$ cat src/rtl/lgn_mnist.sv
`default_nettype none
// ============================================================================
// Module      : lgn_mnist
// Description : Logic-gate-network classifier for 16x16 binary images. A
//               32-byte stream is framed into a 256-pixel image; 320 fixed
//               two-input gates vote for 10 classes and the argmax class
//               (lowest index on ties) is presented one cycle after the
//               last byte of each frame.
// Options     : LGN_MNIST_SCORE_OUT_EN - when defined, the winning score is
//               registered and driven on uo_out; otherwise uo_out is 8'h00.
// Revision    : 1.0 - initial release
// ============================================================================
module lgn_mnist (
    input  logic       clk,
    input  logic       rst_n,
    input  logic       ena,
    input  logic [7:0] ui_in,
    input  logic [7:0] uio_in,
    output logic [7:0] uo_out,
    output logic [7:0] uio_out,
    output logic [7:0] uio_oe
);

    localparam int NUM_GATES    = 320;
    localparam int NUM_CLASSES  = 10;
    localparam int GATES_PER_CL = NUM_GATES / NUM_CLASSES;
    localparam int IMG_BITS     = 256;
    localparam int ADDR_MUL_A   = 37;
    localparam int ADDR_OFF_A   = 11;
    localparam int ADDR_MUL_B   = 101;
    localparam int ADDR_OFF_B   = 59;
    localparam logic [4:0] LAST_BYTE = 5'd31;
    localparam logic [7:0] OE_MASK   = 8'h0F;

    // Frame capture state
    logic [4:0]          byte_cnt;
    logic [IMG_BITS-1:0] image;
    logic                frame_done;   // last byte of a frame was captured on the previous enabled edge

    // Classifier datapath
    logic [NUM_GATES-1:0] gate_out;
    logic [5:0]           class_score [NUM_CLASSES];
    logic [3:0]           best_idx;
    logic [5:0]           best_score;

    // Result registers
    logic [3:0] win_idx;
    logic       hold;
    logic       result_upd;

    assign hold       = uio_in[7];
    assign result_upd = ena & frame_done & ~hold;

    // Lower uio_in bits carry no function
    logic unused_uio;
    assign unused_uio = &{1'b0, uio_in[6:0]};

    // Byte counter, image shift-in and end-of-frame flag
    always_ff @(posedge clk) begin
        if (!rst_n) begin
            byte_cnt   <= '0;
            image      <= '0;
            frame_done <= 1'b0;
        end else if (ena) begin
            image[{byte_cnt, 3'b000} +: 8] <= ui_in;
            byte_cnt   <= byte_cnt + 5'd1;
            frame_done <= (byte_cnt == LAST_BYTE);
        end
    end

    // Fixed gate network: pixel taps and operator are elaborated per gate
    for (genvar k = 0; k < NUM_GATES; k++) begin : g_gate
        localparam int IDX_A = (ADDR_MUL_A * k + ADDR_OFF_A) % IMG_BITS;
        localparam int IDX_B = (ADDR_MUL_B * k + ADDR_OFF_B) % IMG_BITS;
        if ((k % 4) == 0) begin : g_and
            assign gate_out[k] = image[IDX_A] & image[IDX_B];
        end else if ((k % 4) == 1) begin : g_or
            assign gate_out[k] = image[IDX_A] | image[IDX_B];
        end else if ((k % 4) == 2) begin : g_xor
            assign gate_out[k] = image[IDX_A] ^ image[IDX_B];
        end else begin : g_nand
            assign gate_out[k] = ~(image[IDX_A] & image[IDX_B]);
        end
    end

    // Popcount per class: class c owns gates c, c+10, c+20, ...
    always_comb begin
        for (int c = 0; c < NUM_CLASSES; c++) begin
            class_score[c] = '0;
            for (int j = 0; j < GATES_PER_CL; j++) begin
                class_score[c] = class_score[c] + {5'b00000, gate_out[c + NUM_CLASSES * j]};
            end
        end
    end

    // Argmax with strict compare so the lowest class wins ties
    always_comb begin
        best_idx   = '0;
        best_score = class_score[0];
        for (int c = 1; c < NUM_CLASSES; c++) begin
            if (class_score[c] > best_score) begin
                best_idx   = 4'(c);
                best_score = class_score[c];
            end
        end
    end

    // Winning index register, updated once per completed frame unless held
    always_ff @(posedge clk) begin
        if (!rst_n) begin
            win_idx <= '0;
        end else if (result_upd) begin
            win_idx <= best_idx;
        end
    end

`ifdef LGN_MNIST_SCORE_OUT_EN
    logic [5:0] win_score;

    // Winning score register, updated alongside the index
    always_ff @(posedge clk) begin
        if (!rst_n) begin
            win_score <= '0;
        end else if (result_upd) begin
            win_score <= best_score;
        end
    end

    assign uo_out = {2'b00, win_score};
`else
    assign uo_out = 8'h00;
`endif

    assign uio_out = {4'b0000, win_idx};
    assign uio_oe  = OE_MASK;

endmodule
`default_nettype wire

$ cat config.mk
export PLATFORM = sky130hd
export DESIGN_NAME = lgn_mnist
export DESIGN_NICKNAME = d
export VERILOG_FILES = /design/src/rtl/lgn_mnist.sv
export SDC_FILE = /design/constraint.sdc
export NUM_CORES = 1
export LEC_CHECK = 0
export CORE_MARGIN = 2
export CORE_UTILIZATION = 45
export CTS_BUF_LIST = sky130_fd_sc_hd__clkbuf_4
export DETAILED_ROUTE_END_ITERATION = 10
export SLEW_MARGIN = 20
export SYNTH_ARGS = -nofsm -noshare
export SYNTH_HDL_FRONTEND = slang
export SYNTH_SLANG_ARGS = --single-unit
$ cat constraint.sdc
create_clock -name clk -period 38 [get_ports clk]
set_input_delay 11.4 -clock clk [delete_from_list [all_inputs] [get_ports clk]]
set_output_delay 11.4 -clock clk [all_outputs]
set_load 0.05 [all_outputs]
---- Yosys cells after proc, flatten, opt, wreduce, memory -nomap -nowiden ----
Cells that the tools add are included.
word-level totals
  register bits after elaboration ......... 266
  bits of input ports ..................... 19
  output and inout port bits .............. 24
  logic and storage cells ................. 669
cells by class
  add/sub/neg operators ................... 312
  order comparisons ....................... 9
  equality and inequality tests ........... 1
  shifts and indexed selects .............. 2
  mux-type cells .......................... 18
  bitwise logic cells ..................... 323
operators with widths
  operator                                                                  number
  6-bit by 1-bit adder with 6-bit output                                    260
  256-bit bitwise mux                                                       1
  8-bit by 10-bit variable shift with 256-bit output, first input constant  1
  8-bit by 10-bit variable part select with 256-bit output                  1
  1-bit bitwise AND                                                         130
  1-bit inverter                                                            65
  1-bit bitwise OR                                                          64
  1-bit bitwise XOR                                                         64
  5-bit by 1-bit adder with 6-bit output                                    10
  6-bit greater-than comparator                                             9
  4-bit by 1-bit adder with 5-bit output                                    10
  6-bit 2-to-1 mux                                                          8
  3-bit by 1-bit adder with 4-bit output                                    10
  4-bit 2-to-1 mux                                                          8
  2-bit by 1-bit adder with 3-bit output                                    10
  1-bit by 1-bit adder with 2-bit output                                    10
  8-bit negation with 10-bit output                                         1
  5-bit by 1-bit adder with 5-bit output, second input constant             1
  5-bit equality test, second input constant                                1
  1-bit 2-to-1 mux                                                          1

---- Logic depth before layout (Yosys ltp) ----
Gate-level depths: netlist of the first run.
  word-level depth ........................ 51
  mapped depth ............................ 101
  depth with buffers taken out ............ 95

---- Worst setup path before layout of the first run ----
Ideal clock, no wire load.
  path kind ............................... register to register
  start point ............................. register image[193]
  end point ............................... register win_idx[1]
  setup time .............................. 0.070 ns
  data arrival time ....................... 18.976 ns
  required time ........................... 37.930 ns
  setup slack ............................. 18.954 ns
  cell stages (with the launch flop) ...... 94
  path buffers ............................ 4
  period minus slack after synthesis ...... 19.046 ns
  cells stage by stage .................... dfxtp_1 -> xor2_1 -> fa_1 -> inv_1 -> fa_1 -> inv_1 -> fa_1 -> fa_1 -> fa_1 -> inv_1 -> fa_1 -> inv_1 -> ha_1 -> a21o_1 -> a21oi_2 -> nor2b_1 -> o21ai_0 -> ha_1 -> (+58 left out) -> nand2b_1 -> a21oi_1 -> nor2b_1 -> o22ai_1 -> inv_1 -> a32o_1 -> a31oi_1 -> ha_1 -> nor2b_1 -> o21a_1 -> o21a_1 -> o21ai_0 -> nand2b_1 -> a21oi_1 -> o21ai_0 -> nor2_1 -> o21ai_0 -> a21oi_1
on the way
  word-level cells in the longest chain between the ends .. 44
  elaborated cells on any way between the ends .. 63
  those cells by class .................... 36 x add/sub; 9 x order compare; 16 x mux; 2 x bitwise
ends and longest elaborated chain
  element                                                line  source
  start, declared                                        37    logic [IMG_BITS-1:0] image;
  start signal, assigned by index                        65    image[{byte_cnt, 3'b000} +: 8] <= ui_in;
  1-bit bitwise XOR                                      80    assign gate_out[k] = image[IDX_A] ^ image[IDX_B];
  1-bit by 1-bit adder with 2-bit output                 91    class_score[c] = class_score[c] + {5'b00000, gate_out[c + NUM_CLASSES * j]};
  2-bit by 1-bit adder with 3-bit output                 91
  3-bit by 1-bit adder with 4-bit output                 91
  4-bit by 1-bit adder with 5-bit output                 91
  5-bit by 1-bit adder with 6-bit output                 91
  6-bit by 1-bit adder with 6-bit output (26 in series)  91
  6-bit greater-than comparator                          101   if (class_score[c] > best_score) begin
  (+3 left out)                                          --
  6-bit greater-than comparator                          101
  6-bit 2-to-1 mux                                       101
  6-bit greater-than comparator                          101
  6-bit 2-to-1 mux                                       101
  6-bit greater-than comparator                          101
  6-bit 2-to-1 mux                                       101
  6-bit greater-than comparator                          101
  4-bit 2-to-1 mux (*)                                   101
  end signal, assigned                                   113   win_idx <= best_idx;
  end, declared                                          47    logic [3:0] win_idx;
Every way passes the cells marked *; elsewhere a longest branch is shown, timed or not.
A chain may end at the register's enable or synchronous reset.

---- Worst setup path after layout of the first run ----
  start point ............................. register image[54]
  end point ............................... register win_idx[1]
on the way
  word-level cells in the longest chain between the ends .. 43
  elaborated cells on any way between the ends .. 75
  those cells by class .................... 46 x add/sub; 9 x order compare; 16 x mux; 4 x bitwise
ends and longest elaborated chain
  element                                                line  source
  1-bit bitwise AND                                      82    assign gate_out[k] = ~(image[IDX_A] & image[IDX_B]);
  1-bit inverter                                         82
  1-bit by 1-bit adder with 2-bit output                 91
  2-bit by 1-bit adder with 3-bit output                 91
  3-bit by 1-bit adder with 4-bit output                 91
  4-bit by 1-bit adder with 5-bit output                 91
  5-bit by 1-bit adder with 6-bit output                 91
  6-bit by 1-bit adder with 6-bit output (26 in series)  91
  (+2 left out)                                          --
  6-bit greater-than comparator                          101
  6-bit 2-to-1 mux                                       101
  6-bit greater-than comparator                          101
  6-bit 2-to-1 mux                                       101
  6-bit greater-than comparator                          101
  6-bit 2-to-1 mux                                       101
  6-bit greater-than comparator                          101
  4-bit 2-to-1 mux (*)                                   101
Marked as above.

==> metrics.csv, run 1 <==
metric;value;unit
Least-Margin Pin Slew;1.07;ns
crit start category;flop;
H-Tree Depth;3;
via count;17600;
Die Y;226;µm
final core occ;48.8;%
crit-path max FO;13;
initial antenna violation count;2;
unrepaired setup endpoints after global routing;false;
top-area cell type share of the netlist area;24.0;%
Post-Syn Area;22200;µm²
HP Class;flop to flop;
r2r startpoint;image[54]$_SDFFE_PN0P_;
area leader, netlist;dfxtp_1;
DIE WIDTH;226;µm
nets;2868;
Critical R2R Capture;win_idx[1]$_SDFFE_PN0P_;
Final setup viols;0;
met1 wire length;30700;µm
antenna viol nets, final;0;
Slowest Stage Delay on Critical Path;0.71;ns
CP dominant cell by count;ha_1;
via/cell ratio;5.46;
Clock Skew;0.0489;ns
Rows;81;
post-synthesis cell type count;95;
multi-input logic area;15700;µm²
fillers;4710;
max layer used;met4;
HP Start;win_idx[3]$_SDFFE_PN0P_;
Req. time, crit path;38.74;ns
Root Buffer;clkbuf_4;
Max Slew Vio Count;0;
GP Congestion;0.962;
Register Area;5330;µm²
final hold violations;0;
clk buf depth;3;
post-CTS sizing;0;
Async SR Flop Fraction;0;%
Synth Instances;2497;
Crit Path Category;flop to flop;
first-pass GRT wire length;105000;µm
Post-synth EDFFs;0;
Worst-Skew Late Latency;0.82;ns
GR Overflow Total;0;
Die Footprint;51200;µm²
Post-CTS Repair Setup Buffers;0;
Detail Placement HPWL;54400;µm
CP bufs+invs;8;
Yosys warnings;0;
clock sinks;266;
Max Cap Viol;0;
share of layout cells above drive strength 1;8.35;%
TNS Setup;0;ns
total CTS buffers;79;
WHS Endpoint;win_idx[3]$_SDFFE_PN0P_;
# IOs;43;
largest net degree at the start of global routing;152;
Met2 Routed Length;30800;µm
fin crit period;23.55;ns
Initial Util;45.5;%
Port-buffer cells;15;
fin crit share;62.0;%
worst r2r path cells;86;
DR WL/cell;21.8;µm
1st-iter DRT viols;1395;
CP endpoint kind;flop;
CP max-delay cell;nor2_1;
Remaining DRCs;0;
Post-synth top flop;dfxtp_1;
outcome;finished clean;
Clock transition at path regs;0.07;ns
Hold Path Stages;2;
number of global-route vias before repair;17200;
Max Clk Rate;42.5;MHz
Top delay family on crit path;compound AO/OA/AOI/OAI gates;
R2R setup slack;14.45;ns
wirelength, routed;70000;µm
total track usage;28.0;%
worst path arrival time;24.29;ns
core area;48800;µm²
DR WL met3;6490;µm
flops & latches, synth;266;
register area share after synthesis;24.0;%
area delta synth->final;7.14;%
synth top area cells;dfxtp_1 24%, fa_1 21%, ha_1 6.2%;
DR pass1 iterations;8;
syn avg cell area;8.90;µm²
TritonCTS clock tree;yes;
cts hold-fix bufs;0;
slew margin rel.;28.3;%
-- placed cells by master, fill, tap and decap left out, types with 6 or more instances in the layout --
cell type,count
clkdlybuf4s50_1,14
clkbuf_4,114
a21o_1,26
ha_1,110
and2_1,156
nor3_1,109
o22ai_1,9
nand2b_1,9
nand2_1,268
dfxtp_1,266
a21oi_1,152
o21a_1,14
nand4_1,8
fa_1,236
o21ai_1,6
nand3_1,39
xor2_1,57
nor2b_1,179
inv_1,219
xnor2_1,62
clkinv_1,7
nor2_1,68
o21ai_0,124
or2_2,46
conb_1,20
a31oi_1,8
mux2i_1,83
-- routing by layer --
layer	vias to the layer above	track usage [%]
met5	-	0
met4	0	10.0
met3	125	7.94
met2	652	42.7
met1	8555	38.1
li1	8233	-
-- state kept, by name (all words and copies together) (netlist names) --
name	flops
image	256
byte_cnt	5
win_idx	4
frame_done	1
-- kinds of logic (layout without fill, tap and decap cells) --
| logic type | Yosys count | count (layout) | share of synthesized area [%] |
|---|---|---|---|
| DFF | 266 | 266 | 24.0 |
| adders and majority gates | 348 | 348 | 27.5 |
| and+or+nand+nor | 923 | 923 | 21.8 |
| xor gates and xnor gates | 123 | 123 | 4.96 |
| AOI/OAI and AO/OA | 411 | 411 | 11.4 |
| buffers and inverters | 332 | 369 | 6.05 |
| muxes | 92 | 92 | 4.24 |
| other | 2 | 23 | 0.0338 |
-- stage by stage --
step                      area, µm²  hold slack (ns)  instances  setup WS, ns
final                         23800            0.522       3219         14.45
after global routing          23800            0.547       3219         12.80
after CTS                     23800            0.523       3216         14.77
after detailed placement      22800            0.506       3086         14.90
after global placement        22800            0.494       3086         15.08
after floorplan               22300            0.482       2515         18.95
-- layout make-up --
cell class,instances,area share [%]
Timing Repair Buffer,20,0.793
Multi-Input combinational cell,1917,65.7
Sequential cell,266,22.4
Clock buffer,114,3.59
Antenna cell,3,0.0315
Inverter,219,3.45
Clock inverter,16,0.541
Tap cell,664,3.49
-- Yosys cell counts (all sizes together) (8+ instances only) --
master  instances
nand4           8
inv           219
o21a           14
nand2b          9
xor2           60
buf            25
o22ai           9
nand3          40
and2          156
a21oi         156
nor2           68
a31oi           8
mux2i          84
or2            48
dfxtp         266
a21o           27
nand2         270
fa            236
nor3          109
ha            110
nor2b         179
xnor2          63
o21ai         131
clkbuf         88
mux2            8
-- worst register-to-register path: cells and delay by family, from the launching register on --
kind	cells	cell delay, ns
AO/OA/AOI/OAI	35	8.76
adder cells (fa/ha/maj)	15	5.97
AND/OR/NAND/NOR	22	5.38
multiplexers	5	2.01
buffers and inverters	8	0.76
flip-flops	1	0.33
XOR/XNOR	1	0.24
-- worst max path at each step --
stage / startpoint / endpoint / slack, ns / cells past startpoint
floorplan: image[193]$_SDFFE_PN0P_ / win_idx[1]$_SDFFE_PN0P_ / 18.95 / 93
global placement: image[193]$_SDFFE_PN0P_ / win_idx[1]$_SDFFE_PN0P_ / 15.08 / 85
detailed placement: image[193]$_SDFFE_PN0P_ / win_idx[1]$_SDFFE_PN0P_ / 14.90 / 85
CTS: image[54]$_SDFFE_PN0P_ / win_idx[1]$_SDFFE_PN0P_ / 14.77 / 86
global route: image[193]$_SDFFE_PN0P_ / win_idx[1]$_SDFFE_PN0P_ / 12.80 / 85
finish: image[54]$_SDFFE_PN0P_ / win_idx[1]$_SDFFE_PN0P_ / 14.45 / 86
Power of run 1 is left out: the tool's default activity adds up to more than one toggle a clock period on the data nets, which glitch-free logic cannot reach.
==> inputs of run 2 (changes only) <==
==> constraint.sdc (replaced) <==
create_clock -name clk -period 20.3 [get_ports clk]
set_input_delay 6.09 -clock clk [delete_from_list [all_inputs] [get_ports clk]]
set_output_delay 6.09 -clock clk [all_outputs]
set_load 0.05 [all_outputs]
==> metrics.csv, run 2 (synthesized netlist as in run 1, its figures left out) <==
metric;value;unit;change
outcome;finished clean;;
largest net degree at the start of global routing;138;;-9.2%
core area;48800;µm²;unchanged
via/cell ratio;5.46;;about the same
Port-buffer cells;15;;unchanged
Max Cap Viol;0;;unchanged
cts hold-fix bufs;0;;unchanged
H-Tree Depth;3;;unchanged
slew margin rel.;21.6;%;-6.7 points
most common cell after layout, fill and taps aside;nand2_1;;
# IOs;43;;unchanged
clock sinks;266;;unchanged
final hold violations;0;;unchanged
1st-iter DRT viols;1752;;+26%
first-pass GRT wire length;106000;µm;+0.24%
CP max-delay cell;fa_1;;
Initial Util;45.5;%;unchanged
HP Class;flop to flop;;
fin crit period;19.35;ns;-4.21 ns
total CTS buffers;77;;-2.5%
GP Congestion;0.955;;-0.72%
wirelength, routed;71200;µm;+1.6%
initial antenna violation count;2;;unchanged
via count;17700;;+1.0%
Reg with most FFs;image;;
Clock Skew;0.0568;ns;+0.00785 ns
worst path arrival time;20.09;ns;-4.20 ns
TritonCTS clock tree;yes;;
Slowest Stage Delay on Critical Path;0.59;ns;-0.12 ns
share of layout cells above drive strength 1;10.6;%;+2.3 points
Max Slew Vio Count;0;;unchanged
Die Y;226;µm;unchanged
crit-path max FO;7;;-6
total track usage;28.1;%;+0.059 points
Die Footprint;51200;µm²;unchanged
CP endpoint kind;flop;;
Max Clk Rate;51.7;MHz;+22%
GR Overflow Total;0;;unchanged
crit start category;flop;;
R2R setup slack;0.95;ns;-13.49 ns
DIE WIDTH;226;µm;unchanged
antenna viol nets, final;0;;unchanged
number of global-route vias before repair;17200;;-0.099%
Top Registers;image: 256 flops, byte_cnt: 5 flops, win_idx: 4 flops;;
nets;2890;;+0.77%
Clock transition at path regs;0.06;ns;about the same
Remaining DRCs;0;;unchanged
Crit Path Category;flop to flop;;
Rows;81;;unchanged
Worst-Skew Late Latency;0.82;ns;about the same
Req. time, crit path;21.04;ns;-17.70 ns
DR pass1 iterations;6;;-2
Min Hold Slack;0.514;ns;-0.00833 ns
final std cells w/o fill;3250;;+0.96%
Detail Placement HPWL;55100;µm;+1.3%
most frequent cells in the layout;268 x nand2_1, 266 x dfxtp_1, 235 x fa_1;;
Final setup viols;0;;unchanged
Least-Margin Pin Slew;1.17;ns;+0.100 ns
Root Buffer;clkbuf_4;;
area delta synth->final;9.02;%;
clk buf depth;3;;unchanged
DR WL/cell;21.9;µm;+0.65%
Placed Cells incl. Taps;3097;;+0.36%
Largest register FFs;256;;unchanged
dpl ws;-0.185;ns;-15.09 ns
fin crit share;95.3;%;+33 points
Final WS setup;0.951;ns;-13.49 ns
## run 2: final cells by class
| cell class | instances | area [µm²] |
|---|---|---|
| Antenna cell | 2 | 5.00 |
| Clock buffer | 123 | 923 |
| Clock inverter | 15 | 121 |
| Fill cell | 4745 | 24600 |
| Inverter | 219 | 822 |
| Multi-Input combinational cell | 1917 | 15800 |
| Sequential cell | 266 | 5330 |
| Tap cell | 664 | 831 |
| Timing Repair Buffer | 44 | 369 |
## run 2: critical path: cells and delay by family, from the launching register on
family,cells,cell delay [ns]
muxes,7,2.15
buffers and inverters,10,0.86
AOI/OAI and AO/OA,31,5.49
xor gates and xnor gates,1,0.19
and+or+nand+nor,23,4.39
adders and majority gates,15,5.81
DFF,1,0.33
## run 2: through the flow
step | cell area (µm²) | utilization, % | setup TNS (ns)
global route | 24200 | 49.6 | -0.117
floorplan | 22300 | - | 0
finish | 24200 | 49.6 | 0
detailed placement | 22900 | 46.9 | -0.408
CTS | 24000 | 49.1 | 0
global placement | 22900 | 46.9 | -0.000549
## run 2: worst paths after layout
kind / start / to / cells after the start
max: image[54]$_SDFFE_PN0P_ / win_idx[1]$_SDFFE_PN0P_ / 87
max reg2reg: image[54]$_SDFFE_PN0P_ / win_idx[1]$_SDFFE_PN0P_ / 87
min: win_idx[3]$_SDFFE_PN0P_ / win_idx[3]$_SDFFE_PN0P_ / 2
min reg2reg: win_idx[3]$_SDFFE_PN0P_ / win_idx[3]$_SDFFE_PN0P_ / 2
## run 2: repair_timing
| item | 4_1_cts | 5_1_grt |
|---|---|---|
| setup endpoints to repair | 4 | 4 |
| pin swaps | 1 | 11 |
| gates cloned | 0 | 0 |
| buffers inserted | 1 | 12 |
| resized for setup | 4 | 35 |
## run 2: routing by layer
layer  GRT usage, %  up-vias  wire length (µm)
met3           5.40      141              5550
li1               -     8286                 -
met5              0        -                13
met1           39.4     8655             32000
met2           43.3      662             31200
met4           9.74        2              2420
Power of run 2 is left out for the same reason.
==> inputs of run 3 (changes only) <==
--- a/config.mk
+++ b/config.mk
@@ -5,10 +5,14 @@
 export SDC_FILE = /design/constraint.sdc
 export NUM_CORES = 1
 export LEC_CHECK = 0
+export CELL_PAD_IN_SITES_DETAIL_PLACEMENT = 1
+export CELL_PAD_IN_SITES_GLOBAL_PLACEMENT = 1
 export CORE_MARGIN = 2
 export CORE_UTILIZATION = 45
 export CTS_BUF_LIST = sky130_fd_sc_hd__clkbuf_4
 export DETAILED_ROUTE_END_ITERATION = 10
+export PLACE_DENSITY_LB_ADDON = 0.1
+export RECOVER_POWER = 25
 export SLEW_MARGIN = 20
 export SYNTH_ARGS = -nofsm -noshare
 export SYNTH_HDL_FRONTEND = slang
==> metrics.csv, run 3 (synthesized netlist as in run 1, its figures left out) <==
metric;value;unit;change
GP Congestion;0.944;;-1.2%
nets;2901;;+0.38%
Rows;81;;unchanged
share of layout cells above drive strength 1;11.2;%;+0.58 points
Req. time, crit path;21.05;ns;about the same
total CTS buffers;79;;+2.6%
Max Cap Viol;1;;+1
largest net degree at the start of global routing;136;;-1.4%
DR pass1 iterations;5;;-1
Top delay family on crit path;adder cells;;
initial antenna violation count;4;;+2
worst r2r path cells;86;;-1.1%
antenna viol nets, final;0;;unchanged
Remaining DRCs;0;;unchanged
CP bufs+invs;8;;-2
total track usage;31.0;%;+2.9 points
Top Registers;image: 256 flops, byte_cnt: 5 flops, win_idx: 4 flops;;
Detail Placement HPWL;61700;µm;+12%
Reg with most FFs;image;;
clk buf depth;3;;unchanged
Worst-Skew Late Latency;0.82;ns;about the same
final hold violations;0;;unchanged
Root Buffer;clkbuf_4;;
Clock transition at path regs;0.06;ns;about the same
Initial Util;45.5;%;unchanged
core area;48800;µm²;unchanged
DR WL/cell;23.9;µm;+9.3%
Largest register FFs;256;;unchanged
crit start category;flop;;
cts hold-fix bufs;0;;unchanged
violated checks;max-capacitance violations, max-slew violations;;
first-pass GRT wire length;117000;µm;+10%
number of global-route vias before repair;18900;;+9.7%
Max Clk Rate;51.8;MHz;+0.28%
wirelength, routed;78000;µm;+9.6%
crit-path max FO;10;;+3
CP endpoint kind;flop;;
area delta synth->final;9.55;%;
Slowest Stage Delay on Critical Path;0.58;ns;about the same
most frequent cells in the layout;268 x nand2_1, 265 x dfxtp_1, 235 x fa_1;;
HP Class;flop to flop;;
fin crit period;19.30;ns;-0.0535 ns
1st-iter DRT viols;1178;;-33%
worst path arrival time;20.05;ns;-0.04 ns
fin crit share;95.1;%;-0.26 points
TritonCTS clock tree;yes;;
via count;18000;;+1.7%
Max Slew Vio Count;136;;+136
final core occ;49.9;%;+0.24 points
outcome;finished, violations left;;
slew margin rel.;-217;%;-240 points
Port-buffer cells;15;;unchanged
Die Y;226;µm;unchanged
Least-Margin Pin Slew;4.76;ns;+3.59 ns
# IOs;43;;unchanged
CP dominant cell by count;ha_1;;
clock sinks;266;;unchanged
final std cells w/o fill;3259;;+0.28%
CP max-delay cell;or4_4;;
DIE WIDTH;226;µm;unchanged
Hold Path Stages;2;;unchanged
Worst path depth;86;;-1.1%
Die Footprint;51200;µm²;unchanged
Crit Path Category;flop to flop;;
Clock Skew;0.0666;ns;+0.00985 ns
via/cell ratio;5.54;;+1.4%
fillers;5707;;+20%
most common cell after layout, fill and taps aside;nand2_1;;
H-Tree Depth;3;;unchanged
GR Overflow Total;0;;unchanged
Placed Cells incl. Taps;3101;;+0.13%
Final setup viols;0;;unchanged
[run 3: cell types whose count changed in the layout (fill, tap and decap cells not counted), moves of 2 or more]
cell / change
a21oi_2: +2
mux2i_2: +2
clkbuf_4: -2
and2_1: -2
buf_4: +7
clkinvlp_4: +2
a21oi_1: -3
and2_0: +2
[run 3: layout make-up]
type	instances	area, µm²	area share, %
Multi-Input combinational cell	1917	15900	65.3
Sequential cell	266	5330	21.9
Clock buffer	121	908	3.73
Tap cell	664	831	3.41
Inverter	219	822	3.38
Timing Repair Buffer	53	445	1.83
Clock inverter	16	103	0.421
Antenna cell	3	7.51	0.0308
[run 3: through the flow]
| stage | setup WS [ns] | area, µm² | TNS [ns] | hold slack (ns) |
|---|---|---|---|---|
| 4_1_cts | 0.0182 | 24000 | 0 | 0.527 |
| 5_1_grt | -0.155 | 24400 | -0.252 | 0.551 |
| 2_1_floorplan | 1.25 | 22300 | 0 | 0.482 |
| 6_report | 1.00 | 24400 | 0 | 0.524 |
| 3_3_place_gp | 0.161 | 22900 | 0 | 0.495 |
| 3_5_place_dp | -0.331 | 22900 | -0.994 | 0.505 |
[run 3: final timing paths]
| check | startpoint | endpoint | slack [ns] |
|---|---|---|---|
| max | image[52]$_SDFFE_PN0P_ | win_idx[1]$_SDFFE_PN0P_ | 1.00 |
| min | win_idx[3]$_SDFFE_PN0P_ | win_idx[3]$_SDFFE_PN0P_ | 0.52 |
| max reg2reg | image[52]$_SDFFE_PN0P_ | win_idx[1]$_SDFFE_PN0P_ | 1.00 |
| min reg2reg | win_idx[3]$_SDFFE_PN0P_ | win_idx[3]$_SDFFE_PN0P_ | 0.52 |
[run 3: worst reg2reg max path: cells and delay by family (launching register included)]
family                   cells  cell delay, ns
XOR/XNOR                     3            0.63
adder cells (fa/ha/maj)     15            5.83
AO/OA/AOI/OAI               30            5.18
AND/OR/NAND/NOR             23            4.28
flip-flops                   1            0.43
multiplexers                 7            2.11
buffers and inverters        8            0.75
[run 3: metal layers]
metal  part of all wire [%]  GRT usage, %  up-vias
li1                       -             -     8294
met5                  0.017             0        -
met2                     47          50.5      472
met3                    5.6          5.36      116
met1                     45          42.0     9158
met4                    2.8          10.3        2
[run 3: what timing repair did]
action	4_1_cts	5_1_grt
gates cloned	0	0
setup endpoints to repair	4	4
buffers inserted	0	18
pin swaps	0	22
gates resized for setup	6	47
Power of run 3 is left out for the same reason.
